<file path="src/rtl/queue_tag_tracker.sv">
// Head/tail tag manager for multi-port circular queues with wrap flag,
// per-lane readiness/validity, tail rollback and whole-queue flush.
module queue_tag_tracker #(
    parameter int Depth       = 8,
    parameter int EnqWidth    = 2,
    parameter int DeqWidth    = 2,
    parameter bit EnqCollapse = 1'b0,
    parameter bit DeqCollapse = 1'b0,
    parameter bit InitFull    = 1'b0,
    localparam int PtrWidth   = $clog2(Depth),
    localparam int TagWidth   = PtrWidth + 1,
    localparam int CntWidth   = $clog2(Depth + 1)
) (
    input  logic                         clk,
    input  logic                         rst,
    input  logic [EnqWidth-1:0]          enq_eval_i,
    input  logic [EnqWidth-1:0]          enq_fire_i,
    output logic [EnqWidth-1:0]          enq_rdy_o,
    output logic [EnqWidth*TagWidth-1:0] enq_tag_o,
    input  logic [DeqWidth-1:0]          deq_eval_i,
    input  logic [DeqWidth-1:0]          deq_fire_i,
    output logic [DeqWidth-1:0]          deq_vld_o,
    output logic [DeqWidth*TagWidth-1:0] deq_tag_o,
    input  logic                         rollback_i,
    input  logic [TagWidth-1:0]          rollback_tag_i,
    input  logic                         flush_i,
    output logic [CntWidth-1:0]          count_o,
    output logic [CntWidth-1:0]          free_o,
    output logic                         full_o,
    output logic                         empty_o
);

    localparam int SumWidth  = PtrWidth + 1;
    localparam int DistWidth = PtrWidth + 2;

    // Advance by delta entries; one subtraction suffices since delta <= Depth.
    function automatic logic [TagWidth-1:0] tag_advance(input logic [TagWidth-1:0] tag,
                                                        input logic [CntWidth-1:0] delta);
        logic [SumWidth-1:0] sum;
        logic                flag;
        sum  = SumWidth'(tag[PtrWidth-1:0]) + SumWidth'(delta);
        flag = tag[PtrWidth];
        if (sum >= SumWidth'(Depth)) begin
            sum  = sum - SumWidth'(Depth);
            flag = ~flag;
        end
        return {flag, sum[PtrWidth-1:0]};
    endfunction

    // Entries from lo up to (not including) hi; illegal orderings yield values above Depth.
    function automatic logic [DistWidth-1:0] tag_dist(input logic [TagWidth-1:0] hi,
                                                      input logic [TagWidth-1:0] lo);
        logic [DistWidth-1:0] d;
        if (hi[PtrWidth] == lo[PtrWidth]) begin
            d = DistWidth'(hi[PtrWidth-1:0]) - DistWidth'(lo[PtrWidth-1:0]);
        end else begin
            d = DistWidth'(Depth) - DistWidth'(lo[PtrWidth-1:0]) + DistWidth'(hi[PtrWidth-1:0]);
        end
        return d;
    endfunction

    logic [TagWidth-1:0]  enq_tag_q, enq_tag_d;
    logic [TagWidth-1:0]  deq_tag_q, deq_tag_d;
    logic [DistWidth-1:0] occ;

    logic [TagWidth-1:0]  enq_lane_tag [EnqWidth];
    logic [CntWidth-1:0]  enq_slot     [EnqWidth];
    logic [EnqWidth-1:0]  enq_consume, enq_efire;
    logic [CntWidth-1:0]  enq_adv;
    logic                 enq_prefix_ok;

    logic [TagWidth-1:0]  deq_lane_tag [DeqWidth];
    logic [CntWidth-1:0]  deq_slot     [DeqWidth];
    logic [DeqWidth-1:0]  deq_consume, deq_efire;
    logic [CntWidth-1:0]  deq_adv;
    logic                 deq_prefix_ok;

    logic [TagWidth-1:0]  deq_tag_post;
    logic                 rollback_ok;

    assign occ     = tag_dist(enq_tag_q, deq_tag_q);
    assign count_o = CntWidth'(occ);
    assign free_o  = CntWidth'(Depth) - count_o;
    assign full_o  = (count_o == CntWidth'(Depth));
    assign empty_o = (count_o == '0);

    assign enq_consume = EnqCollapse ? enq_eval_i : {EnqWidth{1'b1}};
    assign deq_consume = DeqCollapse ? deq_eval_i : {DeqWidth{1'b1}};

    always_comb begin
        logic gap;
        enq_tag_o       = '0;
        enq_lane_tag[0] = enq_tag_q;
        enq_slot[0]     = '0;
        for (int i = 1; i < EnqWidth; i++) begin
            if (enq_consume[i-1]) begin
                enq_lane_tag[i] = tag_advance(enq_lane_tag[i-1], CntWidth'(1));
                enq_slot[i]     = enq_slot[i-1] + CntWidth'(1);
            end else begin
                enq_lane_tag[i] = enq_lane_tag[i-1];
                enq_slot[i]     = enq_slot[i-1];
            end
        end
        enq_adv       = '0;
        enq_prefix_ok = 1'b1;
        gap           = 1'b0;
        for (int i = 0; i < EnqWidth; i++) begin
            enq_rdy_o[i] = (enq_slot[i] < free_o);
            enq_efire[i] = enq_fire_i[i] & enq_rdy_o[i];
            enq_adv      = enq_adv + CntWidth'(enq_efire[i]);
            enq_tag_o[i*TagWidth +: TagWidth] = enq_lane_tag[i];
            if (enq_efire[i] && (!enq_consume[i] || gap)) enq_prefix_ok = 1'b0;
            if (enq_consume[i] && !enq_efire[i]) gap = 1'b1;
        end
    end

    always_comb begin
        logic gap;
        deq_tag_o       = '0;
        deq_lane_tag[0] = deq_tag_q;
        deq_slot[0]     = '0;
        for (int i = 1; i < DeqWidth; i++) begin
            if (deq_consume[i-1]) begin
                deq_lane_tag[i] = tag_advance(deq_lane_tag[i-1], CntWidth'(1));
                deq_slot[i]     = deq_slot[i-1] + CntWidth'(1);
            end else begin
                deq_lane_tag[i] = deq_lane_tag[i-1];
                deq_slot[i]     = deq_slot[i-1];
            end
        end
        deq_adv       = '0;
        deq_prefix_ok = 1'b1;
        gap           = 1'b0;
        for (int i = 0; i < DeqWidth; i++) begin
            deq_vld_o[i] = (deq_slot[i] < count_o);
            deq_efire[i] = deq_fire_i[i] & deq_vld_o[i];
            deq_adv      = deq_adv + CntWidth'(deq_efire[i]);
            deq_tag_o[i*TagWidth +: TagWidth] = deq_lane_tag[i];
            if (deq_efire[i] && (!deq_consume[i] || gap)) deq_prefix_ok = 1'b0;
            if (deq_consume[i] && !deq_efire[i]) gap = 1'b1;
        end
    end

    assign deq_tag_post = tag_advance(deq_tag_q, deq_adv);
    assign rollback_ok  = tag_dist(rollback_tag_i, deq_tag_post) <= tag_dist(enq_tag_q, deq_tag_post);

    // Priority: flush over rollback over fires; dequeue still retires during rollback.
    always_comb begin
        enq_tag_d = enq_tag_q;
        deq_tag_d = deq_tag_q;
        if (flush_i) begin
            enq_tag_d = InitFull ? {~deq_tag_q[PtrWidth], deq_tag_q[PtrWidth-1:0]} : deq_tag_q;
        end else begin
            deq_tag_d = deq_tag_post;
            enq_tag_d = rollback_i ? rollback_tag_i : tag_advance(enq_tag_q, enq_adv);
        end
    end

    always_ff @(posedge clk or posedge rst) begin
        if (rst) begin
            enq_tag_q <= {InitFull, {PtrWidth{1'b0}}};
            deq_tag_q <= '0;
        end else begin
            enq_tag_q <= enq_tag_d;
            deq_tag_q <= deq_tag_d;
        end
    end

    a_enq_prefix: assert property (@(posedge clk) disable iff (rst)
        (!flush_i && !rollback_i) |-> enq_prefix_ok);
    a_deq_prefix: assert property (@(posedge clk) disable iff (rst)
        !flush_i |-> deq_prefix_ok);
    a_rollback_range: assert property (@(posedge clk) disable iff (rst)
        (rollback_i && !flush_i) |-> rollback_ok);

endmodule

</file>
<file path="config.mk">
export PLATFORM = sky130hd
export DESIGN_NAME = queue_tag_tracker
export DESIGN_NICKNAME = d
export VERILOG_FILES = /design/src/rtl/queue_tag_tracker.sv
export SDC_FILE = /design/constraint.sdc
export NUM_CORES = 1
export LEC_CHECK = 0
export ABC_CLOCK_PERIOD_IN_PS = 4200
export CORE_MARGIN = 1.5
export CORE_UTILIZATION = 45
export CTS_BUF_LIST = sky130_fd_sc_hd__clkbuf_2 sky130_fd_sc_hd__clkbuf_4 sky130_fd_sc_hd__clkbuf_8
export CTS_CLUSTER_SIZE = 28
export DETAILED_ROUTE_END_ITERATION = 8
export DONT_BUFFER_PORTS = 1
export GPL_TIMING_DRIVEN = 1
export HOLD_SLACK_MARGIN = 0.05
export PLACE_DENSITY = 0.63
export SLEW_MARGIN = 20
export SYNTH_ARGS = -nofsm -noshare
export SYNTH_HDL_FRONTEND = slang
export SYNTH_SLANG_ARGS = --single-unit
</file>
<file path="constraint.sdc">
create_clock -name clk -period 4.2 [get_ports clk]
set_input_delay 0.63 -clock clk [delete_from_list [all_inputs] [get_ports clk]]
set_output_delay 0.63 -clock clk [all_outputs]
set_load 0.03 [all_outputs]
</file>
After elaboration in Yosys (flattened, before gate mapping). Cells that the tools add are included.

Multiplexer cells: 10. Add/subtract/negate cells: 14. Reduce and logical (&&, ||, !) cells: 3. Magnitude comparators: 8. Bitwise logic cells: 7. Equal/unequal tests: 2.

Operator list (count): $ge A4 B4 Y1 const B (4); $lt A1 B4 Y1 const A (4); $mux W3 (4); $mux W4 (3); $sub A3 B1 Y3 const B (4); $add A3 B1 Y4 const B (2); $add A3 B2 Y4 (2); $add A1 B1 Y2 (2); $add A4 B3 Y4 (1); $and A1 B1 Y1 (4); $eq A4 B4 Y1 const B (1); $logic_not A4 Y1 (1); $sub A3 B3 Y4 (1); $sub A4 B3 Y4 const A (1); $sub A4 B4 Y4 const A (1); $mux W1 (3); $not A1 Y1 (3); $reduce_bool A3 Y1 (1); $reduce_and A2 Y1 (1); $eq A1 B1 Y1 (1).

Register bits: 8. Output and inout bits: 30. Input port bits: 16.

Depth between registers and ports, before layout. Gate-level depths: netlist (run 1).

Word-level depth: 12. Depth in mapped cells: 13. Gate-level depth less buffers: 13.

Worst setup path after synthesis (run 1). OpenSTA, ideal clock, no wires.

Kind: register to register. From: register enq_tag_q[0]. To: register enq_tag_q[2]. Slack: 0.575 ns. Setup time: 0.134 ns. Cell stages (with the launch flop): 14. Data arrival time: 3.490 ns. Cell sequence: dfrtp_1 > inv_1 > ha_1 > fa_1 > ha_1 > xor2_1 > nor2b_1 > a21boi_2 > fa_1 > ha_1 > xnor2_1 > nor2_1 > a21oi_1 > o21ai_0.

Cells in the longest elaborated chain, start to end: 11.

RTL lines: start: declaration (RTL line 62) `logic [TagWidth-1:0] enq_tag_q, enq_tag_d;`; start signal: assignment (RTL line 161) `enq_tag_q <= {InitFull, {PtrWidth{1'b0}}};`; start signal: assignment (RTL line 164) `enq_tag_q <= enq_tag_d;`; $add A4 B3 Y4 / $sub A3 B3 Y4 (equally long branches) (RTL line 57, 55); $mux W4 * (RTL line 54) `if (hi[PtrWidth] == lo[PtrWidth]) begin`; $sub A4 B4 Y4 * (RTL line 83) `assign free_o = CntWidth'(Depth) - count_o;`; via free_o[2] (RTL line 28) `output logic [CntWidth-1:0] free_o,`; $lt A1 B4 Y1 (RTL line 108) `enq_rdy_o[i] = (enq_slot[i] < free_o);`; $and A1 B1 Y1 (RTL line 109) `enq_efire[i] = enq_fire_i[i] & enq_rdy_o[i];`; $add A1 B1 Y2 * (RTL line 110) `enq_adv = enq_adv + CntWidth'(enq_efire[i]);`; $add A3 B2 Y4 * (RTL line 41) `sum = SumWidth'(tag[PtrWidth-1:0]) + SumWidth'(delta);`; $ge A4 B4 Y1 / $sub A3 B1 Y3 (equally long branches) (RTL line 43, 44); $mux W3 * (RTL line 43) `if (sum >= SumWidth'(Depth)) begin`; $mux W4 * (RTL line 155) `enq_tag_d = rollback_i ? rollback_tag_i : tag_advance(enq_tag_q, enq_adv);`; $mux W4 * (RTL line 151) `if (flush_i) begin`; via enq_tag_d[2] (RTL line 62).

Mark *: on every way through the listed nets, which the timed path passes. The rest lies on a longest branch. A chain may end at the register's enable or synchronous reset.

Worst setup path after layout (run 1).
From: register enq_tag_q[0]. To: register enq_tag_q[2].

Cells in the longest elaborated chain, start to end: 11.

RTL lines (RTL line): $add A4 B3 Y4 / $sub A3 B3 Y4 (equally long branches) (57, 55); $mux W4 (54); $sub A4 B4 Y4 (83); $lt A1 B4 Y1 (108); $and A1 B1 Y1 (109); $add A1 B1 Y2 (110); $add A3 B2 Y4 * (41); $ge A4 B4 Y1 / $sub A3 B1 Y3 (equally long branches) (43, 44); $mux W3 * (43); $mux W4 * (155); $mux W4 * (151); via enq_tag_d[2] (62).

Marked as above.

==> results_dict.tcl, run 1 <==
set metrics [dict create \
    setup_viol 0 \
    yosysWarnings 0 \
    critPathMaxFanout 6 \
    hold_violations 0 \
    viasPerCell 5.38 \
    die_w_um 45.0 \
    min_period_ns 3.66 \
    firstDrtPassIters 4 \
    antenna_cells 0 \
    area_growth_pct 5.37 \
    synth_fp_nets 116 \
    synth-edff-count 0 \
    tightestPinTransition_ns 0.685 \
    synth_cell_types 21 \
    synthSimpleGateAreaFrac_pct 13.4 \
    grt_usage_pct 16.0 \
    ys_seq_area_share_pct 25.3 \
    synth_top_family_by_area "adder cells" \
    synth_top_area_share_pct 25.3 \
    die_area_um2 2020 \
    startpoint_type "flip-flop" \
    finalCritPeriodShare_pct 87.1 \
    ctsHoldBuffers 0 \
    endpoint_kind "flip-flop" \
    path_class "flip-flop to flip-flop" \
    hold_class "input pin to asynchronous set/reset pin" \
    synthTopCellsByCount "inv_1, ha_1, dfrtp_1, nand2_1" \
    antenna_found_initial 0 \
    synth_seq_cells 8 \
    ioPinCount 46 \
    use_met1_pct 20.9 \
    path_common_cell "ha_1" \
    place.gp.congestion 0.670 \
    synth_xor_area_share_pct 17.2 \
    cts_max_path_buffers 2 \
    routedWlPerCell_um 14.0 \
    slowest_delay_ns 0.61 \
    fmax_mhz 273 \
    io_buffers 0 \
    cts_tree "done" \
    coreArea_um2 1580 \
    cts.sinks 8 \
    htree_levels 1 \
    clock_latency_ns 0.25 \
    grt_max_degree 13 \
    synth_compound_area_share_pct 9.48 \
    drt-total-wl_um 1490 \
    first_iter_violations 11 \
    drive_gt1_share_pct 10.0 \
    dp_hpwl_um 1190 \
    die_height_um 45.0 \
    cp.required_ns 4.33 \
    grt_pass1_wl_um 2300 \
    slew_viol_final 0 \
    yosys.area.top_type "dfrtp_1" \
    status "complete, no violations" \
    busiest_layer "met2" \
    fin_setup_tns_ns 0 \
    fin_skew_ns 0.000915 \
    finish.utilization_pct 52.9 \
    cts-root-buf "clkbuf_4" \
    path_cells "inv_1, ha_1, fa_1, ha_1, xor2_1, nor2b_1, a21boi_2, fa_1, ha_1, xnor2_1, nor2_1, a21oi_1, o21ai_0" \
    cts_setup_buffers 0 \
    avgSynthCellArea_um2 9.00 \
    post-synth-top-count-cell "inv_1" \
    ant_nets 0 \
    path_buf_inv 1 \
    nets 120 \
    grt_pass1_vias 556 \
    synth_fa_ha_area_share_pct 21.8 \
    setup_ws_ns 0.540 \
    fin_cells 106 \
    path_clk_slew_ns 0.05 \
    slew_headroom_pct 54.0 \
    dpl_worst_slack_ns 0.525 \
    use_met2_pct 25.1 \
    rsz0062_at_grt "no" \
    fp-row-count 14 \
    start_util_pct 50.2 \
    synthMuxAreaShare_pct 3.79 \
    maxCapViolations 0 \
    path_delay_family "adder cells" \
    ctsResizeCount 0 \
    gr-usage-met3_pct 6.40 \
    cpMaxStageDelayCell "dfrtp_1" \
    async_flop_share_pct 100 \
    worstPathArrival_ns 3.79 \
    synthTopCellsByArea "dfrtp_1, ha_1, fa_1, inv_1, xnor2_1" \
    netlist_instances 88 \
    num_vias 570 \
    placed_cells 103 \
    drc_errors 0 \
    syn_area_um2 792 \
    synth-main-ff-cell "dfrtp_1" \
    tritoncts.num_buffers 3 \
    overflow 0 \
]
==> cell type report <==
type	instances	area, um^2
repair buffers	2	15.0
flip-flops and latches	8	200
clock buffers	3	22.5
multi-input cells	62	520
well taps	16	20.0
inverters	15	56.3
fillers	151	742
==> kinds of logic (layout without fill, tap and decap cells) <==
family | after synthesis | in the layout
DFF | 8 | 8
and+or+nand+nor | 22 | 22
adders and majority gates | 12 | 12
AOI/OAI and AO/OA | 12 | 12
muxes | 3 | 3
buffers and inverters | 18 | 20
xor gates and xnor gates | 13 | 13
==> final timing paths <==
kind | start | end | slack, ns | cells past startpoint
min in group clk | flush_i | deq_tag_q[1] | 0.47 | 1
worst max-delay path | enq_tag_q[0] | enq_tag_q[2] | 0.54 | 13
worst min-delay path | rst | enq_tag_q[1] | 0.20 | 1
worst max register to register | enq_tag_q[0] | enq_tag_q[2] | 0.54 | 13
worst min register to register | deq_tag_q[2] | enq_tag_q[2] | 0.78 | 2
max in group asynchronous | rst | deq_tag_q[2] | 3.78 | 1
==> per-stage QoR <==
stage,hold slack (ns),area (um^2)
global route,0.206,835
floorplan,0.446,792
CTS,0.205,835
finish,0.201,835
detailed placement,0.480,812
global placement,0.473,812
==> per-layer routing <==
layer  up-vias  wire, um
li1        288         -
met1       252       701
met2        30       664
met3         0       121
met4         0         0
met5         -         0
==> state kept, by name, indices dropped and copies added (netlist names) <==
| signal | cells |
|---|---|
| enq_tag_q | 4 |
| deq_tag_q | 4 |
==> cell usage in the layout (no fill, tap or decap) <==
master	count
a21boi_2	2
a21oi_1	2
a31oi_1	2
buf_4	2
clkbuf_4	3
dfrtp_1	8
fa_1	3
ha_1	9
inv_1	15
mux2i_1	3
nand2_1	8
nand3_1	6
nand3b_1	1
nand4b_1	1
nor2_1	3
nor2b_1	3
o21ai_0	6
xnor2_1	6
xnor3_2	1
xor2_1	5
xor2_2	1
==> worst reg2reg max path, cell delays in order (launching register included) <==
cell,delay [ns]
dfrtp_1,0.61
inv_1,0.28
ha_1,0.29
fa_1,0.54
ha_1,0.28
xor2_1,0.20
nor2b_1,0.22
a21boi_2,0.09
fa_1,0.42
ha_1,0.20
xnor2_1,0.13
nor2_1,0.05
a21oi_1,0.13
o21ai_0,0.09
Power of run 1 is not shown: default switching activity piles up to over one toggle a cycle in this logic, so the estimate is an artifact.
==> inputs of run 2 (changes only) <==
--- a/config.mk
+++ b/config.mk
@@ -5,6 +5,7 @@
 export SDC_FILE = /design/constraint.sdc
 export NUM_CORES = 1
 export LEC_CHECK = 0
+export ABC_AREA = 1
 export ABC_CLOCK_PERIOD_IN_PS = 4200
 export CORE_MARGIN = 1.5
 export CORE_UTILIZATION = 45
==> results_dict.tcl, run 2 <==
set metrics [dict create \
    setup_viol 0 \
    startpoint "enq_tag_q[0]" \
    r2r-end "enq_tag_q[2]" \
    fmax_mhz 265 \
    rr_startpoint "enq_tag_q[0]" \
    cp.required_ns 4.33 \
    synthTopCellsByCount "inv_1, nand2_1, ha_1" \
    reg2reg_slack_ns 0.43 \
    fp-row-count 15 \
    io_buffers 0 \
    synth-main-ff-cell "dfrtp_1" \
    async_flop_share_pct 100 \
    path_clk_slew_ns 0.05 \
    synth_top_area_share_pct 22.7 \
    startpoint_type "flip-flop" \
    ys_seq_area_share_pct 22.7 \
    cts.sinks 8 \
    layout_top_registers "deq_tag_q (4), enq_tag_q (4)" \
    ctsHoldBuffers 0 \
    synth_seq_cells 8 \
    drive_gt1_share_pct 20.3 \
    synth-edff-count 0 \
    critPathMaxFanout 5 \
    multi_input_area_um2 572 \
    crit_end "enq_tag_q[2]" \
    grt_usage_pct 18.0 \
    cts_max_path_buffers 2 \
    area_growth_pct 6.38 \
    grt_max_degree 14 \
    worstPathArrival_ns 3.89 \
    finalCritPeriodShare_pct 89.7 \
    hold_class "input pin to asynchronous set/reset pin" \
    path_cells "inv_1, ha_1, fa_1, ha_1, inv_1, nor2_1, inv_1, nand2_2, nand3_2, nand2_1, inv_1, fa_1, ha_1, xnor2_1, nand2_1, o211ai_1, o21ai_0" \
    drt-total-wl_um 1820 \
    fin_setup_tns_ns 0 \
    synth_fp_nets 143 \
    routedWlPerCell_um 12.7 \
    start_util_pct 49.5 \
    die_w_um 47.3 \
    min_period_ns 3.77 \
    first_iter_violations 9 \
    cpMaxStageDelayCell "dfrtp_1" \
    synthTopCellsByArea "dfrtp_1, ha_1, inv_1, nand2_1, fa_1" \
    nFillCells 196 \
    final_common_cell "inv_1" \
    overflow 0 \
    nets 148 \
    slew_viol_final 0 \
    antenna_cells 0 \
    ant_nets 0 \
    grt_pass1_wl_um 2840 \
    tightestPinTransition_ns 0.652 \
    antenna_found_initial 0 \
    ctsResizeCount 0 \
    path_class "flip-flop to flip-flop" \
    yosysWarnings 0 \
    coreArea_um2 1780 \
    rsz0062_at_grt "no" \
    viasPerCell 5.20 \
    final_cell_mix "inv_1, nand2_1, ha_1" \
    netlist_instances 115 \
    endpoint_kind "flip-flop" \
    fin_skew_ns 0.00114 \
    avgSynthCellArea_um2 7.67 \
    die_area_um2 2230 \
    path_common_cell "inv_1" \
    post-synth-top-count-cell "inv_1" \
    yosys.area.top_type "dfrtp_1" \
    synth_cell_types 24 \
    cts-root-buf "clkbuf_4" \
    slowest_delay_ns 0.59 \
    die_height_um 47.3 \
    firstDrtPassIters 4 \
    status "complete, no violations" \
    place.gp.congestion 0.724 \
    r2r_cells 17 \
    ioPinCount 46 \
    grt_pass1_vias 678 \
    tritoncts.num_buffers 3 \
    cts_tree "done" \
    syn_area_um2 882 \
    maxCapViolations 0 \
    cts_setup_buffers 0 \
    dp_hpwl_um 1520 \
    htree_levels 1 \
    num_vias 744 \
    clock_latency_ns 0.25 \
    drc_errors 0 \
    hold_violations 0 \
    seq_area_um2 200 \
    slew_headroom_pct 56.4 \
]
-- run 2: layer usage --
layer | GRT usage [%] | vias to the layer above | share of wire, %
li1 | - | 368 | -
met1 | 24.2 | 339 | 46
met2 | 28.1 | 35 | 46
met3 | 2.69 | 2 | 7.2
met4 | 8.89 | 0 | 0.88
met5 | 0 | - | 0
-- run 2: area by class of cell --
type	count	area share (%)
Clock buffer	3	2.40
Multi-Input combinational cell	79	60.9
Timing Repair Buffer	2	1.60
Tap cell	25	3.33
Inverter	26	10.4
Sequential cell	8	21.3
-- run 2: through the flow --
| stage | area [um^2] | worst slack [ns] | utilization (%) | cells | hold WS, ns |
|---|---|---|---|---|---|
| 2_1_floorplan | 882 | 0.602 | - | 115 | 0.446 |
| 3_3_place_gp | 916 | 0.456 | 51.4 | 140 | 0.484 |
| 3_5_place_dp | 916 | 0.421 | 51.4 | 140 | 0.487 |
| 4_1_cts | 938 | 0.411 | 52.6 | 143 | 0.208 |
| 5_1_grt | 938 | 0.173 | 52.6 | 143 | 0.223 |
| 6_report | 938 | 0.432 | 52.6 | 143 | 0.208 |
-- run 2: critical path: cells and delay by family (launching register included) --
family / cells / cell delay, ns
adders and majority gates: 5 / 1.68
buffers and inverters: 4 / 0.48
and+or+nand+nor: 5 / 0.58
AOI/OAI and AO/OA: 2 / 0.17
DFF: 1 / 0.59
xor gates and xnor gates: 1 / 0.14
-- run 2: cell families (layout without fill, tap and decap cells) --
family	after synthesis	after routing	synth area share, %
compound gates	15	15	9.50
xor+xnor	6	6	5.96
fa+ha+maj	12	12	19.6
buf+inv	28	31	12.5
flops	8	8	22.7
simple gates	46	46	29.8
-- run 2: worst min path at each step --
| stage | startpoint | end | depth (start not counted) |
|---|---|---|---|
| after global routing | rst | deq_tag_q[2] | 1 |
| after CTS | rst | enq_tag_q[2] | 1 |
| final | rst | enq_tag_q[1] | 1 |
| after floorplan | rst | deq_tag_q[0] | 1 |
| after detailed placement | rst | enq_tag_q[1] | 1 |
| after global placement | rst | enq_tag_q[2] | 1 |
Power of run 2 is left out for the same reason.
==> inputs of run 3 (changes only) <==
==> constraint.sdc (replaced) <==
create_clock -name clk -period 4.2 [get_ports clk]
set_input_delay 0.63 -clock clk [delete_from_list [all_inputs] [get_ports clk]]
set_output_delay 0.63 -clock clk [all_outputs]
set_load 0.005 [all_outputs]
==> results_dict.tcl, run 3 (synthesis results as in run 2) <==
set metrics [dict create \
    status "complete, no violations" \
    tritoncts.num_buffers 3 \
    maxCapViolations 0 \
    clock_latency_ns 0.25 \
    worstPathArrival_ns 3.34 \
    nets 146 \
    min_period_ns 3.22 \
    die_height_um 47.3 \
    num_vias 693 \
    io_buffers 0 \
    grt_usage_pct 17.0 \
    ioPinCount 46 \
    grt_pass1_wl_um 2630 \
    placed_cells 138 \
    ant_nets 0 \
    ctsResizeCount 0 \
    area_growth_pct 4.68 \
    endpoint_kind "flip-flop" \
    tightestPinTransition_ns 0.310 \
    die_w_um 47.3 \
    power_mw 1.02 \
    cts_max_path_buffers 2 \
    fin_setup_tns_ns 0 \
    viasPerCell 4.91 \
    critPathMaxFanout 5 \
    fmax_mhz 310 \
    htree_levels 1 \
    drive_gt1_share_pct 19.0 \
    r2r-end "enq_tag_q[2]" \
    final_cell_mix "inv_1, nand2_1, ha_1" \
    fin_cells 141 \
    place.gp.congestion 0.732 \
    coreArea_um2 1780 \
    path_class "flip-flop to flip-flop" \
    r2r_cells 17 \
    max-vdd-ir-drop_v 0.000455 \
    hold_violations 0 \
    rsz0062_at_grt "no" \
    rr_startpoint "enq_tag_q[0]" \
    setup_viol 0 \
    cts.sinks 8 \
    powerDensity_nw_per_um2 1100 \
    first_iter_violations 16 \
    path_clk_slew_ns 0.05 \
    slew_headroom_pct 79.3 \
    start_util_pct 49.5 \
    reg2reg_slack_ns 0.98 \
    hold_class "input pin to asynchronous set/reset pin" \
    die_area_um2 2230 \
    drc_errors 0 \
    dp_hpwl_um 1460 \
    fin_skew_ns 0.00741 \
    cts_setup_buffers 0 \
    antenna_found_initial 0 \
    antenna_cells 0 \
    cts-root-buf "clkbuf_4" \
    ctsHoldBuffers 0 \
    firstDrtPassIters 4 \
    layout_top_registers "deq_tag_q (4), enq_tag_q (4)" \
    finalCritPeriodShare_pct 76.7 \
    drt-total-wl_um 1720 \
    final_common_cell "inv_1" \
    cts_tree "done" \
    grt_max_degree 14 \
    grt_pass1_vias 641 \
    cp.required_ns 4.31 \
    fp-row-count 15 \
    slew_viol_final 0 \
    nFillCells 170 \
    overflow 0 \
    p_leak_nw 0.500 \
    startpoint_type "flip-flop" \
    routedWlPerCell_um 12.2 \
]
run 3: stage by stage:
stage	cell area (um^2)	setup WS [ns]	hold WS (ns)	utilization, %
global placement	901	1.00	0.482	50.5
finish	923	0.977	0.207	51.8
CTS	923	0.951	0.212	51.8
floorplan	882	1.23	0.446	-
global route	923	0.701	0.219	51.8
detailed placement	901	0.961	0.486	50.5
run 3: area by class of cell:
class / instances / area, um^2 / area share [%]
flip-flops and latches: 8 / 200 / 21.7
multi-input cells: 79 / 572 / 61.9
clock buffers: 3 / 22.5 / 2.44
inverters: 26 / 97.6 / 10.6
well taps: 25 / 31.3 / 3.39
run 3: power breakdown:
| part | internal [mW] | total [mW] | leakage (nW) | switching [mW] |
|---|---|---|---|---|
| combinational | 0.288 | 0.780 | 0.391 | 0.492 |
| sequential | 0.112 | 0.181 | 0.0950 | 0.0697 |
| clock | 0.0326 | 0.0565 | 0.0138 | 0.0240 |
| total | 0.432 | 1.02 | 0.500 | 0.585 |
run 3: worst max path at each step:
| stage | from | to | slack, ns | cells after the start |
|---|---|---|---|---|
| after detailed placement | enq_tag_q[0] | enq_tag_q[2] | 0.96 | 17 |
| after global routing | enq_tag_q[0] | enq_tag_q[2] | 0.70 | 17 |
| after floorplan | enq_tag_q[0] | enq_tag_q[2] | 1.23 | 17 |
| final | enq_tag_q[0] | enq_tag_q[2] | 0.98 | 17 |
| after CTS | enq_tag_q[0] | enq_tag_q[2] | 0.95 | 17 |
| after global placement | enq_tag_q[0] | enq_tag_q[2] | 1.0 | 17 |
run 3: worst max-delay path: stages, from the launching register on:
cell      delay [ns]
dfrtp_1         0.44
inv_1           0.11
ha_1            0.23
fa_1            0.58
ha_1            0.17
inv_1           0.04
nor2_1          0.09
inv_1           0.08
nand2_2         0.10
nand3_2         0.10
nand2_1         0.07
inv_1           0.06
fa_1            0.41
ha_1            0.21
xnor2_1         0.14
nand2_1         0.07
o211ai_1        0.08
o21ai_0         0.10
run 3: metal layers:
layer | GRT usage [%] | part of all wire, %
met1 | 21.1 | 46
met2 | 27.6 | 46
met3 | 3.46 | 7.2
met4 | 8.89 | 0.70
met5 | 0 | 0
Note: power is estimated with default switching activity, not from simulation.
